<file path="config.mk">
export PLATFORM = sky130hd
export DESIGN_NAME = nco_cos_sin_axis
export DESIGN_NICKNAME = d
export VERILOG_FILES = /design/src/rtl/nco_pkg.sv /design/src/rtl/nco_sample_reduce.sv /design/src/rtl/nco_cos_sin_axis.sv
export SDC_FILE = /design/constraint.sdc
export NUM_CORES = 1
export LEC_CHECK = 0
export BUFFER_PORTS_ARGS = -buffer_cell sky130_fd_sc_hd__buf_2
export CORE_UTILIZATION = 45
export DETAILED_ROUTE_END_ITERATION = 8
export PLACE_DENSITY_LB_ADDON = 0.2
export SYNTH_ARGS = -nofsm -noshare
export SYNTH_HDL_FRONTEND = slang
export SYNTH_SLANG_ARGS = --single-unit
</file>
<file path="constraint.sdc">
create_clock -name clk -period 3.8 [get_ports clk]
set_clock_uncertainty 0.1 [all_clocks]
set_input_delay 0.76 -clock clk [delete_from_list [all_inputs] [get_ports clk]]
set_output_delay 0.76 -clock clk [all_outputs]
set_load 0.05 [all_outputs]
</file>
<file path="src/rtl/nco_pkg.sv">
// Shared widths, saturation limits and the I/Q pair type for the NCO
// cos/sin splitter.
package nco_pkg;

    localparam int DDS_W = 16;
    localparam int O_W   = 12;

    localparam logic signed [O_W-1:0] MAX_POS = {1'b0, {(O_W-1){1'b1}}};
    localparam logic signed [O_W-1:0] MIN_NEG = {1'b1, {(O_W-1){1'b0}}};

    typedef struct packed {
        logic signed [O_W-1:0] sin;
        logic signed [O_W-1:0] cos;
    } iq_t;

endpackage

</file>
<file path="src/rtl/nco_sample_reduce.sv">
// Combinational reduce / round / saturate / conjugate for one {sin, cos} pair.
// Rounding with saturation is built when NCO_ROUND_EN is defined.
module nco_sample_reduce
    import nco_pkg::*;
#(
    parameter int DDS_WIDTH = DDS_W,
    parameter int O_WIDTH   = O_W
) (
    input  logic [2*DDS_WIDTH-1:0] dds,
    input  logic                   conj,
    output iq_t                    pair,
    output logic                   sat
);

    localparam int LSB = DDS_WIDTH - O_WIDTH;

    logic [DDS_WIDTH-1:0] cos_f;
    logic [DDS_WIDTH-1:0] sin_f;
    logic [O_WIDTH-1:0]   cos_r;
    logic [O_WIDTH-1:0]   sin_r;
    logic                 cos_ov;
    logic                 sin_ov;
    logic                 unused_fields;

    assign cos_f = dds[DDS_WIDTH-1:0];
    assign sin_f = dds[2*DDS_WIDTH-1:DDS_WIDTH];
    assign unused_fields = ^{cos_f, sin_f};

    generate
`ifdef NCO_ROUND_EN
        if (LSB > 0) begin : g_round
            localparam logic [DDS_WIDTH:0] HALF = (DDS_WIDTH+1)'(1) << (LSB-1);
            logic [DDS_WIDTH:0] cos_s;
            logic [DDS_WIDTH:0] sin_s;

            // Adding a positive half-LSB can only overflow upward.
            assign cos_s  = {cos_f[DDS_WIDTH-1], cos_f} + HALF;
            assign sin_s  = {sin_f[DDS_WIDTH-1], sin_f} + HALF;
            assign cos_ov = cos_s[DDS_WIDTH] ^ cos_s[DDS_WIDTH-1];
            assign sin_ov = sin_s[DDS_WIDTH] ^ sin_s[DDS_WIDTH-1];
            assign cos_r  = cos_ov ? MAX_POS : cos_s[DDS_WIDTH-1:LSB];
            assign sin_r  = sin_ov ? MAX_POS : sin_s[DDS_WIDTH-1:LSB];
        end else begin : g_pass
            assign cos_ov = 1'b0;
            assign sin_ov = 1'b0;
            assign cos_r  = cos_f[DDS_WIDTH-1:LSB];
            assign sin_r  = sin_f[DDS_WIDTH-1:LSB];
        end
`else
        if (1) begin : g_trunc
            assign cos_ov = 1'b0;
            assign sin_ov = 1'b0;
            assign cos_r  = cos_f[DDS_WIDTH-1:LSB];
            assign sin_r  = sin_f[DDS_WIDTH-1:LSB];
        end
`endif
    endgenerate

    always_comb begin
        pair.cos = cos_r;
        pair.sin = sin_r;
        sat      = cos_ov | sin_ov;
        if (conj) begin
            if (sin_r == MIN_NEG) begin
                pair.sin = MAX_POS;
                sat      = 1'b1;
            end else begin
                pair.sin = -sin_r;
            end
        end
    end

endmodule

</file>
<file path="src/rtl/nco_cos_sin_axis.sv">
// Registered AXI-Stream NCO cos/sin splitter with one-entry skid buffer.
// Define NCO_ROUND_EN for round-half-up reduction with saturation.
module nco_cos_sin_axis
    import nco_pkg::*;
#(
    parameter int DDS_WIDTH = DDS_W,
    parameter int O_WIDTH   = O_W,
    parameter int CNT_WIDTH = 16
) (
    input  logic                   clk,
    input  logic                   rst_n,
    input  logic [2*DDS_WIDTH-1:0] s_tdata,
    input  logic                   s_tvalid,
    output logic                   s_tready,
    input  logic                   conj,
    input  logic                   m_ready,
    output logic [O_WIDTH-1:0]     NCO_cos,
    output logic [O_WIDTH-1:0]     NCO_sin,
    output logic                   NCO_valid,
    output logic [CNT_WIDTH-1:0]   sample_cnt,
    output logic                   sat_flag
);

    iq_t                  in_iq;
    iq_t                  out_q;
    iq_t                  skid_q;
    logic                 in_sat;
    logic                 out_vld;
    logic                 skid_vld;
    logic                 skid_vld_nx;
    logic                 rdy_q;
    logic                 acc;
    logic                 cons;
    logic                 load;
    logic [CNT_WIDTH-1:0] cnt_q;
    logic                 sat_q;

    nco_sample_reduce #(
        .DDS_WIDTH (DDS_WIDTH),
        .O_WIDTH   (O_WIDTH)
    ) u_reduce (
        .dds  (s_tdata),
        .conj (conj),
        .pair (in_iq),
        .sat  (in_sat)
    );

    assign acc  = s_tvalid & rdy_q;
    assign cons = out_vld & m_ready;
    assign load = ~out_vld | cons;

    // Skid holds a sample whenever the output cannot take the newest one.
    always_comb begin
        skid_vld_nx = skid_vld;
        if (load) begin
            skid_vld_nx = skid_vld & acc;
        end else if (acc) begin
            skid_vld_nx = 1'b1;
        end
    end

    always_ff @(posedge clk or negedge rst_n) begin
        if (!rst_n) begin
            out_q    <= '0;
            skid_q   <= '0;
            out_vld  <= 1'b0;
            skid_vld <= 1'b0;
            rdy_q    <= 1'b0;
            cnt_q    <= '0;
            sat_q    <= 1'b0;
        end else begin
            rdy_q    <= ~skid_vld_nx;
            skid_vld <= skid_vld_nx;
            sat_q    <= sat_q | (acc & in_sat);
            if (cons) begin
                cnt_q <= cnt_q + CNT_WIDTH'(1);
            end
            if (load) begin
                if (skid_vld) begin
                    out_q   <= skid_q;
                    out_vld <= 1'b1;
                end else begin
                    out_vld <= acc;
                    if (acc) begin
                        out_q <= in_iq;
                    end
                end
            end
            if (acc & skid_vld_nx) begin
                skid_q <= in_iq;
            end
        end
    end

    assign s_tready   = rdy_q;
    assign NCO_cos    = out_q.cos;
    assign NCO_sin    = out_q.sin;
    assign NCO_valid  = out_vld;
    assign sample_cnt = cnt_q;
    assign sat_flag   = sat_q;

endmodule

</file>
==> results.cfg <==
[sta]
finalSetupTns_ps = 0
finalHoldViolCount = 0
slew_headroom_pct = 47.1
max_freq_mhz = 422
rsz0062_at_grt = false
max_slew.worst_pin.slew_ps = 793
finalCritPeriodShare_pct = 62.4
setup_viol = 0
drv_slew = 0
finalCriticalPeriod_ps = 2370

[critical_path]
r2r-start = skid_vld
critical_path_arrival_ps = 2550
worstSetupEndpoint = NCO_sin[4]
end_kind = flip-flop
start_kind = input port
timing.rr.end = skid_q[5]
rr_worst_depth = 3
crit_type = in -> reg
r2r_slack_ps = 1700
cp-startpoint = s_tdata[20]
critical_path_required_ps = 3980
path_max_fanout = 11

[power]
pwr-share-clk_pct = 19.0
switching_share_pct = 45.2
pwr-share-seq_pct = 36.8
power_density_nw_per_um2 = 859
vdd_ir_drop_max_mv = 0.406
combPwrFrac_pct = 44.3
p_int_mw = 1.81
leakage_nw = 1.84
p_sw_mw = 1.49

[logic_synthesis]
synth_top_cell_by_area = dfrtp_1
ys_types = 48
avgSynthCellArea_um2 = 10.6
ys.flop_type = dfrtp_1
synth_common_cells = dfrtp_1, nand2_1, o21ai_1
synth_area_um2 = 3190
synth.top_cell.area_share_pct = 53.4
ys_warn_count = 0
ys_seq_elements = 68
ys_seq_area_share_pct = 53.4
syn_inst = 300
synth.most_common_cell = dfrtp_1
mappedNetlistNets = 339
synth_edf_count = 0
synthArstFlopShare_pct = 100
synth_area_leaders = dfrtp_1, o21ai_1, nand2_1

[global_routing]
grt_overflow_total = 0
antenna_found_initial = 0
grt_pass1_vias = 2193
track_usage_pct = 19.3
grt_pass1_wl_um = 10900
grt_max_degree = 34

[routing]
vias_per_cell = 5.17
detail-route-antenna-nets = 0
drtIter0Drc = 114
remaining_drc_errors = 0
wirelength_um = 6560
route.detailed.wl_per_inst_um = 13.9
drt_pass1_iterations = 4
num_vias = 2442

[place]
place.detailed.hpwl_um = 4640
place.port_buffers = 71
gp_congestion = 0.777
dp.cells = 456

[floorplan]
die_w_um = 86.2
die_y_um = 86.2
rows = 30
io_pins = 80
dieArea_um2 = 7420
start_util_pct = 46.6
core_area_um2 = 6830

[cts]
clk_pin_slew_ps = 70
cts_tree = yes
cts_num_sinks = 68
clock-root-buffer = clkbuf_8
clockBufferDepth = 2
holdBufCountCts = 0
worstSkewPairLatency_ps = 340
post-cts-setup-buffers = 0
cts_made_buffers = 9
ctsResizeCount = 0
htreeDepth = 3

[final_layout]
final-instance-count-excl-fill = 472
utilization_pct = 56.2
diodes = 0
drive_above_1_share_pct = 26.6
nets = 410
fillers = 633
synthToLayoutAreaGrowth_pct = 20.6

[run_status]
outcome = finished, final reports clean

[hold_path]
holdCritPathClass = in -> async

[flow_run]
cap_violations = 0
==> flip-flops by register name, indices dropped and copies added (netlist names) <==
name and count:
NCO_valid 1, skid_vld 1, skid_q 24, NCO_sin 12, NCO_cos 12, s_tready 1, sat_flag 1, sample_cnt 16
==> placed cells by master, fill, tap and decap left out, types with 2 or more instances in the layout <==
cell type | netlist | layout
nand2b_1 | 2 | 2
inv_1 | 5 | 5
mux2_1 | 12 | 12
nor3_1 | 4 | 4
nor2_1 | 8 | 8
o221ai_1 | 2 | 2
mux2_2 | 2 | 2
nand3_1 | 7 | 7
clkbuf_8 | 0 | 12
o22ai_1 | 3 | 3
o21ai_2 | 0 | 2
xor2_1 | 5 | 5
xnor2_1 | 11 | 11
mux2i_1 | 12 | 12
o21ai_1 | 34 | 32
ha_1 | 2 | 2
o211ai_1 | 2 | 2
or3_1 | 7 | 7
a21boi_1 | 2 | 2
a21oi_1 | 13 | 13
and2_1 | 2 | 2
o31ai_1 | 3 | 3
nand4_1 | 3 | 3
and3_1 | 13 | 13
buf_4 | 0 | 5
dfrtp_1 | 68 | 68
buf_2 | 2 | 71
nand2_1 | 42 | 42
==> power groups by stage <==
| stage | clock (mW) | combinational [mW] | sequential, mW |
|---|---|---|---|
| after floorplan | 0 | 0.576 | 1.76 |
| after global placement | 0 | 1.46 | 1.21 |
| after detailed placement | 0 | 1.48 | 1.23 |
| after CTS | 0.642 | 1.48 | 1.21 |
| after global routing | 0.672 | 1.58 | 1.26 |
| final | 0.627 | 1.46 | 1.21 |
==> worst min path at each step <==
stage | from | depth (start not counted) | slack [ps] | end
2_1_floorplan | skid_q[19] | 2 | 340 | skid_q[19]
3_3_place_gp | sample_cnt[15] | 1 | 350 | sample_cnt[15]
3_5_place_dp | skid_q[19] | 2 | 360 | skid_q[19]
4_1_cts | rst_n | 1 | 250 | NCO_cos[0]
5_1_grt | rst_n | 1 | 260 | NCO_cos[0]
6_report | rst_n | 1 | 250 | NCO_cos[0]
==> cells by family after synthesis <==
group	after synthesis	synth area share (%)
multiplexers	26	8.72
flip-flops	68	53.4
AND/OR/NAND/NOR	96	15.6
buffers and inverters	21	3.02
AO/OA/AOI/OAI	71	14.1
XOR/XNOR	16	4.40
adder cells (fa/ha/maj)	2	0.785
==> critical path, stage by stage <==
cell and delay (ps):
buf_2 120, inv_1 50, ha_1 170, or3b_1 520
and3_1 240, or3_1 400, o21ai_1 130, mux2_2 150
==> area by class of cell <==
type / count / area, um^2 / area share (%)
well taps: 96 / 120 / 3.13
clock inverters: 3 / 43.8 / 1.14
multi-input cells: 211 / 1400 / 36.3
repair buffers: 76 / 393 / 10.2
inverters: 5 / 18.8 / 0.488
clock buffers: 13 / 169 / 4.40
flip-flops and latches: 68 / 1700 / 44.3
==> stage by stage <==
step / cell area, um^2 / total power, mW / hold slack, ps / worst slack [ps]
finish: 3840 / 3.30 / 248 / 1430
global route: 3840 / 3.50 / 262 / 1340
CTS: 3840 / 3.34 / 250 / 1440
detailed placement: 3630 / 2.70 / 361 / 1090
global placement: 3630 / 2.67 / 355 / 1110
floorplan: 3190 / 2.33 / 341 / 1400
==> routing by layer <==
| layer | track usage [%] | wire length, um | vias to the layer above |
|---|---|---|---|
| met4 | 7.73 | 100 | 0 |
| met3 | 4.81 | 270 | 8 |
| met2 | 28.7 | 2930 | 57 |
| li1 | - | - | 1219 |
| met1 | 27.1 | 3260 | 1158 |
| met5 | 0 | 0 | - |
Note: power is estimated with default switching activity, not from simulation.
